===== src/rtl/intt_loader_pkg.sv =====
// intt_loader_pkg: shared FSM state, lane constants and bit-reverse width helper for the DP1 loader
package intt_loader_pkg;

    typedef enum logic [1:0] {IDLE, LOAD, KICK, WAIT_DONE} state_t;

    localparam int COEFF_BITS_DEF = 35;
    localparam int LANES = 2;

    function automatic int rev_width(input int depth_words);
        return $clog2(depth_words);
    endfunction

endpackage


===== src/rtl/intt_loader_addr_gen.sv =====
// intt_loader_addr_gen: DP1 word counter with last/full flags; INTT_LOADER_BITREV_EN selects bit-reversed addressing
module intt_loader_addr_gen
    import intt_loader_pkg::*;
#(
    parameter int ADDR_WIDTH  = 12,
    parameter int DEPTH_WORDS = 2048
) (
    input  logic                  clock,
    input  logic                  reset,
    input  logic                  clr,
    input  logic                  inc,
    output logic [ADDR_WIDTH-1:0] addr,
    output logic                  last,
    output logic                  full
);

    localparam int RW = rev_width(DEPTH_WORDS);
    localparam int CW = RW + 1;

    logic [CW-1:0] cnt;
    logic [RW-1:0] idx;

    // word counter: clear wins over increment, never wraps past DEPTH_WORDS
    always_ff @(posedge clock) begin
        if (reset || clr) cnt <= '0;
        else if (inc) cnt <= cnt + CW'(1);
    end

    // address index: natural order, or bit-reversed over the low RW bits
    always_comb begin
        idx = '0;
`ifdef INTT_LOADER_BITREV_EN
        for (int i = 0; i < RW; i++) idx[i] = cnt[RW-1-i];
`else
        idx = cnt[RW-1:0];
`endif
    end

    assign addr = ADDR_WIDTH'(idx);
    assign last = cnt == CW'(DEPTH_WORDS - 1);
    assign full = cnt[CW-1];

endmodule


===== src/rtl/intt_dp1_loader.sv =====
// intt_dp1_loader: packs coefficient pairs into DP1 words, kicks INTT, waits for done; INTT_LOADER_BITREV_EN enables bit-reversed write addresses
module intt_dp1_loader
    import intt_loader_pkg::*;
#(
    parameter int DATA_WIDTH  = 39,
    parameter int ADDR_WIDTH  = 12,
    parameter int COEFF_BITS  = COEFF_BITS_DEF,
    parameter int DEPTH_WORDS = 2048
) (
    input  logic                        clock,
    input  logic                        reset,
    input  logic                        io_i_load_start,
    input  logic                        io_i_abort,
    input  logic [11:0]                 io_i_coeff_index,
    input  logic                        io_i_s_valid,
    output logic                        io_o_s_ready,
    input  logic [COEFF_BITS-1:0]       io_i_s_data,
    output logic                        io_o_dp1_wren,
    output logic [ADDR_WIDTH-1:0]       io_o_dp1_wraddr,
    output logic [LANES*DATA_WIDTH-1:0] io_o_dp1_wrdata,
    output logic [11:0]                 io_o_coeff_index,
    output logic                        io_o_intt_start,
    input  logic                        io_i_intt_done,
    output logic                        io_o_frame_done,
    output logic                        io_o_busy
);

    state_t state, state_n;
    logic half, hs, wr, clr, last, full;
    logic [COEFF_BITS-1:0] pack;
    logic [ADDR_WIDTH-1:0] addr;

    assign hs  = io_i_s_valid && io_o_s_ready;
    assign wr  = hs && half && !io_i_abort;
    assign clr = state_n == IDLE;

    intt_loader_addr_gen #(
        .ADDR_WIDTH (ADDR_WIDTH),
        .DEPTH_WORDS(DEPTH_WORDS)
    ) u_addr_gen (
        .clock(clock),
        .reset(reset),
        .clr  (clr),
        .inc  (wr),
        .addr (addr),
        .last (last),
        .full (full)
    );

    // next state; abort overrides every transition
    always_comb begin
        state_n = state;
        case (state)
            IDLE:      state_n = io_i_load_start ? LOAD : IDLE;
            LOAD:      state_n = (io_o_dp1_wren && full) ? KICK : LOAD;
            KICK:      state_n = WAIT_DONE;
            WAIT_DONE: state_n = io_i_intt_done ? IDLE : WAIT_DONE;
            default:   state_n = IDLE;
        endcase
        if (io_i_abort) state_n = IDLE;
    end

    // state, pack register and registered outputs
    always_ff @(posedge clock) begin
        if (reset) begin
            state            <= IDLE;
            half             <= 1'b0;
            pack             <= '0;
            io_o_s_ready     <= 1'b0;
            io_o_dp1_wren    <= 1'b0;
            io_o_dp1_wraddr  <= '0;
            io_o_dp1_wrdata  <= '0;
            io_o_coeff_index <= '0;
            io_o_intt_start  <= 1'b0;
            io_o_frame_done  <= 1'b0;
            io_o_busy        <= 1'b0;
        end else begin
            state           <= state_n;
            io_o_s_ready    <= state_n == LOAD && !full && !(wr && last);
            io_o_dp1_wren   <= wr;
            io_o_intt_start <= state_n == KICK;
            io_o_frame_done <= state == WAIT_DONE && io_i_intt_done && !io_i_abort;
            io_o_busy       <= state_n != IDLE;
            if (state == IDLE && state_n == LOAD) io_o_coeff_index <= io_i_coeff_index;
            if (wr) begin
                io_o_dp1_wraddr <= addr;
                io_o_dp1_wrdata <= {DATA_WIDTH'(io_i_s_data), DATA_WIDTH'(pack)};
            end
            if (hs && !half) pack <= io_i_s_data;
            half <= clr ? 1'b0 : hs ? !half : half;
        end
    end

endmodule


===== config.mk =====
export PLATFORM = sky130hd
export DESIGN_NAME = intt_dp1_loader
export DESIGN_NICKNAME = d
export VERILOG_FILES = /design/src/rtl/intt_loader_pkg.sv /design/src/rtl/intt_loader_addr_gen.sv /design/src/rtl/intt_dp1_loader.sv
export SDC_FILE = /design/constraint.sdc
export NUM_CORES = 1
export LEC_CHECK = 0
export CAP_MARGIN = 30
export CORE_ASPECT_RATIO = 2
export CORE_MARGIN = 4
export CORE_UTILIZATION = 40
export DETAILED_ROUTE_END_ITERATION = 8
export PLACE_DENSITY = 0.7
export SYNTH_ARGS = -nofsm -noshare
export SYNTH_HDL_FRONTEND = slang
export SYNTH_SLANG_ARGS = --single-unit
export TNS_END_PERCENT = 100

===== constraint.sdc =====
create_clock -name clock -period 4.7 [get_ports clock]
set_input_delay 1.41 -clock clock [delete_from_list [all_inputs] [get_ports clock]]
set_output_delay 1.41 -clock clock [all_outputs]
set_load 0.05 [all_outputs]

Yosys cells after proc, flatten, opt, wreduce, memory -nomap -nowiden
Index checks and enable logic that the tools add are counted.
Widths: inputs -> output; s select.
Word-level totals
  flip-flop bits (word level): 148
  bits in latches: 0
  RAM bits: 0
  ROM bits: 0
  bits of input ports: 53
  output and inout port bits: 107
  memories: 0
Operators by class
  $add $sub $neg: 1
  multiply operators: 0
  divide/modulo/power cells: 0
  order comparisons: 0
  equality and inequality tests: 6
  shift-type cells: 0
  muxes and demuxes: 5
  bitwise operators: 0
  reductions and logical operators: 20
Operators with widths (number)
  $add 12x1->12 const B: 1
  $eq 12x11->1 const B: 1
  $logic_and 1x1->1: 11
  $pmux 2 s4: 1
  $eq 2x2->1 const B: 3
  $mux 2: 3
  $eq 2x1->1 const B: 2
  $logic_not 1->1: 4
  $logic_not 2->1: 2
  $reduce_bool 2->1: 1
  $reduce_or 2->1: 1
  $logic_or 1x1->1: 1
  $mux 1: 1

Depth between registers and ports, before layout
Gate-level depths: netlist of run 1.
  word-level depth: 7
  depth in mapped cells: 6

By module
From an unflattened synthesis of run 1, not the netlist that was laid out.
Second synthesis, totals
  cell total of the unflattened synthesis: 665
  area total of the unflattened synthesis: 5385.2 um^2
By module, submodules not included
  intt_dp1_loader: instances 1, cells each 600, area each 4799.6 um^2
  intt_loader_addr_gen: instances 1, cells each 65, area each 585.6 um^2

Worst setup path after synthesis of run 1
OpenSTA, ideal clock, no wires.
  path type: in2reg
  start point: input io_i_abort
  end point: register u_addr_gen.cnt[11]
  arrival: 2492 ps
  setup slack: 2138 ps
  cell stages on the path: 4
  path buffers: 0
  cell sequence: nand4b_4 > or2_1 > or4_1 > a21oi_1
Between the ends
  longest elaborated chain between the ends: 3
  elaborated cells on any way between the ends: 5
RTL lines
  start: declaration: line intt_dp1_loader.sv:13  | input logic io_i_abort,
  $mux 2: line intt_dp1_loader.sv:60  | if (io_i_abort) state_n = IDLE;
  $logic_not 2->1: line intt_dp1_loader.sv:35  | assign clr = state_n == IDLE;
  $logic_or 1x1->1: line intt_loader_addr_gen.sv:25  | if (reset || clr) cnt <= '0;
  end signal: assignment: line intt_loader_addr_gen.sv:26  | else if (inc) cnt <= cnt + CW'(1);
  end: declaration: line intt_loader_addr_gen.sv:20  | logic [CW-1:0] cnt;
Several ways; a longest one is shown, not always the timed one.
A chain may end at the register's enable or synchronous reset.

Worst setup path in the final report of run 1
Ends and elaborated chain as after synthesis.

==> impl_metrics.json, run 1 <==
{
  "dieArea_um2": 15090,
  "timing.critical_path.buf_inv": 1,
  "die_y_um": 169.8,
  "comb_power_share": 0.054,
  "grt_pass1_wl_um": 22000,
  "io_buffers": 150,
  "drv_cap": 0,
  "setup_viol": 0,
  "wl_per_cell_um": 14.41,
  "start_util": 0.4121,
  "slew_viol_final": 0,
  "dp_cells": 918,
  "grt-ovfl-total": 0,
  "synth-edff-count": 0,
  "synth-seq-cells": 148,
  "clk_pin_slew_worst_paths_ps": 60,
  "crit_path_end_kind": "register",
  "antenna_left": 0,
  "worst_pin_slew_ps": 829.3,
  "p_int_mw": 2.114,
  "p_leak_nw": 2.444,
  "yosysTopAreaCellShare": 0.5661,
  "num-nets-final": 841,
  "rows": 58,
  "power.switching_fraction": 0.2275,
  "clockPowerShare": 0.480,
  "vias_per_cell": 4.939,
  "syn_area_um2": 5234,
  "powerDensity_nw_per_um2": 372.5,
  "critPathMaxStageDelay_ps": 530,
  "cts_setup_buffers": 0,
  "vias": 4697,
  "ys_seq_area_frac": 0.5661,
  "cts_made_buffers": 17,
  "synth_top_cell_by_area": "dfxtp_1",
  "cts_tree": "built",
  "required_ps": 5040,
  "drt_iter0_drc": 235,
  "antenna_found_initial": 1,
  "cts_buffer_depth": 2,
  "core_um2": 12700,
  "finalSetupTns_ps": 0,
  "firstDrtPassIters": 4,
  "hold_ws_ps": 445.2,
  "seq_power_share": 0.466,
  "cts-htree-levels": 4,
  "wl_um": 13700,
  "p_sw_uw": 622.5,
  "syn_area_per_cell_um2": 7.942,
  "arrival_ps": 3550,
  "cp_max_fo": 35,
  "hold_violations": 0,
  "grt_max_degree": 69,
  "clockRootBuffer": "clkbuf_16",
  "hp-class": "register to register",
  "yosys_warnings": 0,
  "yosysUniqueCellTypes": 28,
  "total_power_mw": 2.736,
  "grt_use_total": 0.1872,
  "grt_pass1_vias": 4603,
  "max_slew_margin": 0.4458,
  "clkLatencyLatePin_ps": 410,
  "grt_setup_unrepaired": "no",
  "ctsResizeCount": 0,
  "hold_buffers": 0,
  "cp_slowest_cell": "nand4b_4",
  "max_clock_freq_ghz": 0.3115,
  "clock_sinks": 148,
  "ir_drop_uv": 279.9,
  "design_area_um2": 7346,
  "fin_crit_ps": 3210,
  "critPathKind": "primary input to register",
  "drc_errors": 0,
  "ys.flop_type": "dfxtp_1",
  "ios": 160,
  "area_delta_synth_final_pct": 40.35,
  "syn_inst": 659,
  "place.detailed.hpwl_um": 9524,
  "layout.cells.non_filler": 951,
  "start_kind": "primary input",
  "async_flop_share": 0,
  "fin_worst_skew_ps": 10.10,
  "die_w_um": 88.89,
  "yosys-top-cells-area": "dfxtp_1 (57%), nand2_1 (19%), a21oi_1 (13%)",
  "drive_gt1_frac": 0.05125,
  "post_dp_cell_area_um2": 6763,
  "status": "completed",
  "path_cells": "clkdlybuf4s50_1 -> nand4b_4 -> or2_1 -> or4_1 -> a21oi_1",
  "path_delay_family": "simple AND/OR/NAND/NOR gates",
  "fin_crit_sh": 0.6830,
  "gp_congestion": 0.8804
}
## path summary, 6_finish.rpt
path | depth (start not counted) | slack, ps | endpoint | startpoint
max | 5 | 1490 | u_addr_gen.cnt[11] | io_i_abort
min | 2 | 450 | io_o_dp1_wrdata[10] | pack[10]
max reg2reg | 4 | 2590 | u_addr_gen.cnt[11] | half
min reg2reg | 2 | 450 | io_o_dp1_wrdata[10] | pack[10]
## per-stage QoR
step	util	setup slack [ps]
after CTS	0.5782	1502
final	0.5784	1490
after global placement	0.5325	1148
after detailed placement	0.5325	1071
after floorplan	-	2138
after global routing	0.5784	1336
## cell usage in the layout, fill, tap and decap left out, drive strengths merged, types with 2 or more instances in the layout
cell,netlist,layout
a21oi,133,133
buf,21,5
bufinv,0,2
clkbuf,32,18
clkdlybuf4s50,0,149
clkinv,0,4
clkinvlp,0,4
conb,1,9
dfxtp,148,148
inv,3,7
nand2,267,267
nand3,5,5
nand4,3,3
nor2,16,16
nor3,5,5
nor4,3,3
or2,2,2
xnor2,7,7
xor2,3,3
## power groups by stage
stage,sequential [mW],clock (mW),combinational (mW)
4_1_cts,1.28,1.34,0.149
5_1_grt,1.28,1.40,0.158
3_3_place_gp,1.30,0,0.146
6_report,1.28,1.31,0.148
3_5_place_dp,1.30,0,0.148
2_1_floorplan,1.32,0,0.0630
## synth_stat cells, drive strengths merged (2+ instances only)
cell type,count
xor2,3
clkbuf,32
nand4,3
nor2,16
or2,2
nand2,267
nand3,5
a21oi,133
xnor2,7
nor4,3
dfxtp,148
nor3,5
buf,21
inv,3
## area by class of cell
type,instances,area [um2]
well taps,150,187.7
repair buffers,154,1541
diodes,1,2.502
flip-flops and latches,148,2963
multi-input cells,463,2059
fillers,1126,5354
inverters,3,11.26
clock buffers,18,429.2
clock inverters,14,151.4
## routing by layer
layer	global-route usage	wire length (um)	vias to the layer above	share of wire
met5	0	0	-	0
met4	0.1204	719	0	0.052
met3	0.04956	759	39	0.055
met2	0.3178	7101	131	0.52
met1	0.1978	5121	2150	0.37
li1	-	-	2377	-
## worst min-delay path, cell delays in order, from the launching register on
cell	delay [ps]
dfxtp_1	310
nand2_1	50
a21oi_1	50
## kinds of logic (layout without fill, tap and decap cells)
logic type | after synthesis | count (layout) | share of synthesized area
other | 1 | 10 | 0.0007165
flip-flops | 148 | 148 | 0.5661
AO/OA/AOI/OAI | 137 | 137 | 0.1327
XOR/XNOR | 10 | 10 | 0.01674
adder cells (fa/ha/maj) | 1 | 1 | 0.002390
AND/OR/NAND/NOR | 306 | 306 | 0.2336
buffers and inverters | 56 | 189 | 0.04781
## registers in the layout, summed over array words and instances, names as in the netlist
name and cells:
half 1, io_o_busy 1, io_o_coeff_index 12, io_o_dp1_wraddr 11
io_o_dp1_wrdata 70, io_o_dp1_wren 1, io_o_frame_done 1, io_o_intt_start 1
io_o_s_ready 1, pack 35, state 2, u_addr_gen.cnt 12
No activity file was read; power rests on OpenSTA's default activity.
==> inputs of run 2 (changes only) <==
==> constraint.sdc (replaced) <==
create_clock -name clock -period 3.2 [get_ports clock]
set_input_delay 0.96 -clock clock [delete_from_list [all_inputs] [get_ports clock]]
set_output_delay 0.96 -clock clock [all_outputs]
set_load 0.05 [all_outputs]
==> run 2 against run 1 <==
Effect of this change: core utilization rose by 0.36 points; cell area increased by 0.63%; cell count grew 0.21%; die area stayed put; sequential cell count stayed put; count of clock-buffer cells in the layout is 2 higher; worst setup slack lost 920 ps; clock power increased by 47%; power is 47% higher; sequential power is 46% higher; via count rose by 0.49%.
==> impl_metrics.json, run 2 (synthesis gave the netlist of run 1 again) <==
{
  "status": "completed",
  "max_clock_freq_ghz": 0.3809,
  "timing.critical_path.buf_inv": 1,
  "drt_iter0_drc": 243,
  "die_w_um": 88.89,
  "max_slew_margin": 0.5254,
  "setup_viol": 0,
  "p_sw_uw": 907.9,
  "die_y_um": 169.8,
  "whs_path_depth": 2,
  "slew_viol_final": 0,
  "cp_slowest_cell": "clkdlybuf4s50_1",
  "worst_pin_slew_ps": 712.0,
  "reg2reg_from": "half",
  "grt_use_total": 0.1919,
  "grt_max_degree": 132,
  "grt_pass1_wl_um": 22560,
  "critPathMaxStageDelay_ps": 840,
  "clock_sinks": 148,
  "area_delta_synth_final_pct": 41.24,
  "core_um2": 12700,
  "wl_um": 14040,
  "start_kind": "register",
  "io_buffers": 150,
  "antenna_found_initial": 0,
  "path_cells": "clkdlybuf4s50_1",
  "hold_buffers": 0,
  "ir_drop_uv": 402.7,
  "arrival_ps": 1670,
  "grt_pass1_vias": 4605,
  "largest_register": "io_o_dp1_wrdata",
  "cts_buffer_depth": 2,
  "clockRootBuffer": "clkbuf_16",
  "hold_violations": 0,
  "cts_made_buffers": 17,
  "finalSetupTns_ps": 0,
  "hp-class": "register to register",
  "rows": 58,
  "reg2reg_depth": 4,
  "seq_power_share": 0.465,
  "n_antenna_cell": 0,
  "drive_gt1_frac": 0.05355,
  "holdCritStartpoint": "pack[32]",
  "vias_per_cell": 4.953,
  "critPathKind": "register to output port",
  "gp_congestion": 0.9611,
  "num-nets-final": 845,
  "fin_crit_ps": 2625,
  "clk_pin_slew_worst_paths_ps": 60,
  "clockPowerShare": 0.480,
  "rrSetupSlack_ps": 1550,
  "antenna_left": 0,
  "fin_worst_skew_ps": 11.08,
  "powerDensity_nw_per_um2": 544.8,
  "cp_max_fo": 4,
  "start_util": 0.4121,
  "final_cell_mix": "nand2_1 (267), clkdlybuf4s50_1 (149), dfxtp_1 (148)",
  "hold_ws_ps": 449.0,
  "fin_crit_sh": 0.8204,
  "firstDrtPassIters": 4,
  "ios": 160,
  "cts_tree": "built",
  "crit_path_end_kind": "output port",
  "vias": 4720,
  "dieArea_um2": 15090,
  "ctsResizeCount": 0,
  "worst_r2r_endpoint": "u_addr_gen.cnt[11]",
  "grt_setup_unrepaired": "no",
  "hold_end": "io_o_dp1_wrdata[32]",
  "power.switching_fraction": 0.2254,
  "wl_per_cell_um": 14.74,
  "path_delay_family": "buffers and inverters",
  "mostFrequentLayoutCell": "nand2_1",
  "cts_setup_buffers": 0,
  "largest_register_ffs": 70,
  "place.detailed.hpwl_um": 9674,
  "drv_cap": 0,
  "p_leak_nw": 2.469,
  "required_ps": 2240,
  "reg_top3": "io_o_dp1_wrdata (70), pack (35)",
  "cts-htree-levels": 4,
  "grt-ovfl-total": 0,
  "comb_power_share": 0.055,
  "p_int_mw": 3.119,
  "clkLatencyLatePin_ps": 420,
  "drc_errors": 0
}
==> run 2: cell count changes in the layout (fill, tap and decap cells not counted) <==
cell	change
clkinvlp_4	-1
inv_6	-1
buf_4	+2
clkinv_4	+1
clkbuf_8	+1
diode_2	-1
clkinv_2	-1
buf_12	+2
inv_8	-1
clkbuf_1	+1
==> run 2: worst max path at each step <==
stage,startpoint,cells past startpoint,end,slack [ps]
after floorplan,io_i_abort,4,u_addr_gen.cnt[11],1090
after global placement,io_i_abort,5,u_addr_gen.cnt[11],510
after detailed placement,io_i_abort,5,u_addr_gen.cnt[11],480
after CTS,io_o_s_ready,1,io_o_s_ready,550
after global routing,io_o_s_ready,1,io_o_s_ready,520
final,io_o_s_ready,1,io_o_s_ready,570
==> run 2: layout make-up <==
cell class,count,area [um2]
fillers,1129,5308
flip-flops and latches,148,2963
multi-input cells,463,2059
repair buffers,158,1597
clock buffers,20,446.7
well taps,150,187.7
clock inverters,11,127.6
inverters,3,11.26
==> run 2: through the flow <==
stage                     cells  power (mW)  setup WS (ps)  instance area, um2  utilization
after floorplan             667       2.033           1088                5264            -
after global placement      922       2.130          511.2                6818       0.5368
after detailed placement    922       2.134          475.4                6818       0.5368
after CTS                   953       4.071          548.4                7392       0.5821
after global routing        953       4.172          524.1                7392       0.5821
final                       953       4.027          574.6                7392       0.5821
==> run 2: per-layer routing <==
metal  vias up  GRT usage  part of all wire
met3        35    0.05345             0.052
met4         0     0.1046             0.042
met1      2172     0.2059              0.37
met2       135     0.3301              0.54
met5         -          0                 0
li1       2378          -                 -
==> run 2: power by group through the flow <==
stage	clock, mW	sequential, mW	combinational, mW
final	1.93	1.87	0.220
after global routing	2.06	1.87	0.235
after CTS	1.98	1.87	0.221
after detailed placement	0	1.91	0.220
after global placement	0	1.91	0.217
after floorplan	0	1.94	0.0925
==> inputs of run 3 (changes only) <==
==> constraint.sdc (replaced) <==
create_clock -name clock -period 2.5 [get_ports clock]
set_input_delay 0.75 -clock clock [delete_from_list [all_inputs] [get_ports clock]]
set_output_delay 0.75 -clock clock [all_outputs]
set_load 0.05 [all_outputs]
==> run 3 against run 2 <==
Effect of this change: combinational power rose by 30%; critical endpoint unchanged; largest cell class unchanged; register-to-register slack got worse by 650 ps; worst setup slack got worse by 500 ps; largest power group is now sequential cells; first-iteration DRC count fell by 27%.
==> impl_metrics.json, run 3 (synthesis gave the netlist of run 1 again) <==
{
  "status": "completed",
  "gp_congestion": 0.9776,
  "grt_pass1_vias": 4637,
  "reg_top3": "io_o_dp1_wrdata (70), pack (35)",
  "cts_made_buffers": 17,
  "slew_viol_final": 0,
  "hold_buffers": 0,
  "cts_setup_buffers": 0,
  "cts-htree-levels": 4,
  "grt-ovfl-total": 0,
  "drc_errors": 0,
  "hp-class": "register to register",
  "timing.critical_path.buf_inv": 1,
  "path_delay_family": "buffers and inverters",
  "num-nets-final": 853,
  "place.detailed.hpwl_um": 9882,
  "grt_use_total": 0.1911,
  "clkLatencyLatePin_ps": 410,
  "seq_power_share": 0.472,
  "grt_pass1_wl_um": 22580,
  "cp_num_cells": 1,
  "pre_cts_ws_ps": 91.33,
  "path_cells": "clkdlybuf4s50_1",
  "antenna_left": 0,
  "fill_cells": 1150,
  "setup_viol": 0,
  "reg2reg_depth": 4,
  "whs_path_depth": 2,
  "critPathMaxStageDelay_ps": 840,
  "cp_max_fo": 4,
  "max_clock_freq_ghz": 0.4125,
  "antenna_found_initial": 1,
  "clockPowerShare": 0.471,
  "finalWorstSetupSlack_ps": 76.00,
  "die_w_um": 88.89,
  "mostFrequentLayoutCell": "nand2_1",
  "vias": 4771,
  "die_y_um": 169.8,
  "crit_path_end_kind": "output port",
  "final_cell_mix": "nand2_1 (267), clkdlybuf4s50_1 (149), dfxtp_1 (148)",
  "comb_power_share": 0.057,
  "powerDensity_nw_per_um2": 679.0,
  "grt_max_degree": 132,
  "fin_crit_ps": 2424,
  "start_kind": "register",
  "wl_per_cell_um": 14.53,
  "p_leak_nw": 2.514,
  "dp_cells": 930,
  "core_um2": 12700,
  "clockRootBuffer": "clkbuf_16",
  "max_slew_margin": 0.5984,
  "clock_sinks": 148,
  "wl_um": 13990,
  "start_util": 0.4121,
  "hold_violations": 0,
  "p_int_mw": 3.926,
  "arrival_ps": 1670,
  "rows": 58,
  "cts_tree": "built",
  "ctsResizeCount": 0,
  "largest_register_ffs": 70,
  "seq_area_um2": 2963,
  "drt_iter0_drc": 178,
  "largest_register": "io_o_dp1_wrdata",
  "fin_worst_skew_ps": 9.196,
  "grt_setup_unrepaired": "no",
  "drive_gt1_frac": 0.06404,
  "firstDrtPassIters": 5,
  "clk_pin_slew_worst_paths_ps": 60,
  "area_delta_synth_final_pct": 42.91,
  "critPathKind": "register to output port",
  "layout.cells.non_filler": 963,
  "cts_buffer_depth": 2,
  "ios": 160,
  "io_buffers": 150,
  "p_sw_mw": 1.153,
  "dieArea_um2": 15090,
  "vias_per_cell": 4.954,
  "finalSetupTns_ps": 0,
  "cp_slowest_cell": "clkdlybuf4s50_1",
  "worst_pin_slew_ps": 600.5,
  "power.switching_fraction": 0.2270,
  "drv_cap": 0,
  "required_ps": 1750,
  "ir_drop_uv": 460.6,
  "fin_crit_sh": 0.9696,
  "multi_input_area_um2": 2059
}
==> run 3: cell types whose count changed in the layout (fill, tap and decap cells not counted), sizes merged <==
cell,change
buf,+8
bufinv,-1
clkbuf,+1
clkinvlp,+1
diode,+1
==> run 3: metrics by stage <==
stage               hold WS (ps)  area, um2  utilization  power, mW
floorplan                  432.1       5264            -      2.602
global placement           436.1       6915       0.5445      2.731
detailed placement         443.3       6915       0.5445      2.736
CTS                        449.9       7477       0.5888      5.134
global route               466.4       7480       0.5890      5.266
finish                     450.0       7480       0.5890      5.078
==> run 3: layout make-up <==
cell class | count | area share
flip-flops and latches | 148 | 0.3961
inverters | 3 | 0.001506
multi-input cells | 463 | 0.2753
clock buffers | 21 | 0.06156
diodes | 1 | 0.0003346
well taps | 150 | 0.02509
clock inverters | 11 | 0.01355
repair buffers | 166 | 0.2265
==> run 3: routing by layer <==
layer  up-vias  share of wire  track usage
li1       2402              -            -
met1      2193           0.37       0.2038
met2       142           0.53       0.3317
met3        34          0.055      0.04859
met4         0          0.042       0.1066
met5         -              0            0
==> run 3: worst paths after layout <==
path | startpoint | endpoint | slack, ps
setup / recovery | io_o_s_ready | io_o_s_ready | 80
hold / removal | pack[2] | io_o_dp1_wrdata[2] | 450
setup reg to reg | half | u_addr_gen.cnt[11] | 900
hold reg to reg | pack[2] | io_o_dp1_wrdata[2] | 450
==> run 3: power groups by stage <==
stage                     Clock, mW  Sequential, mW  Combinational, mW
final                          2.39            2.40              0.287
after global routing           2.56            2.40              0.306
after CTS                      2.45            2.40              0.287
after detailed placement          0            2.45              0.286
after global placement            0            2.45              0.283
after floorplan                   0            2.48              0.118
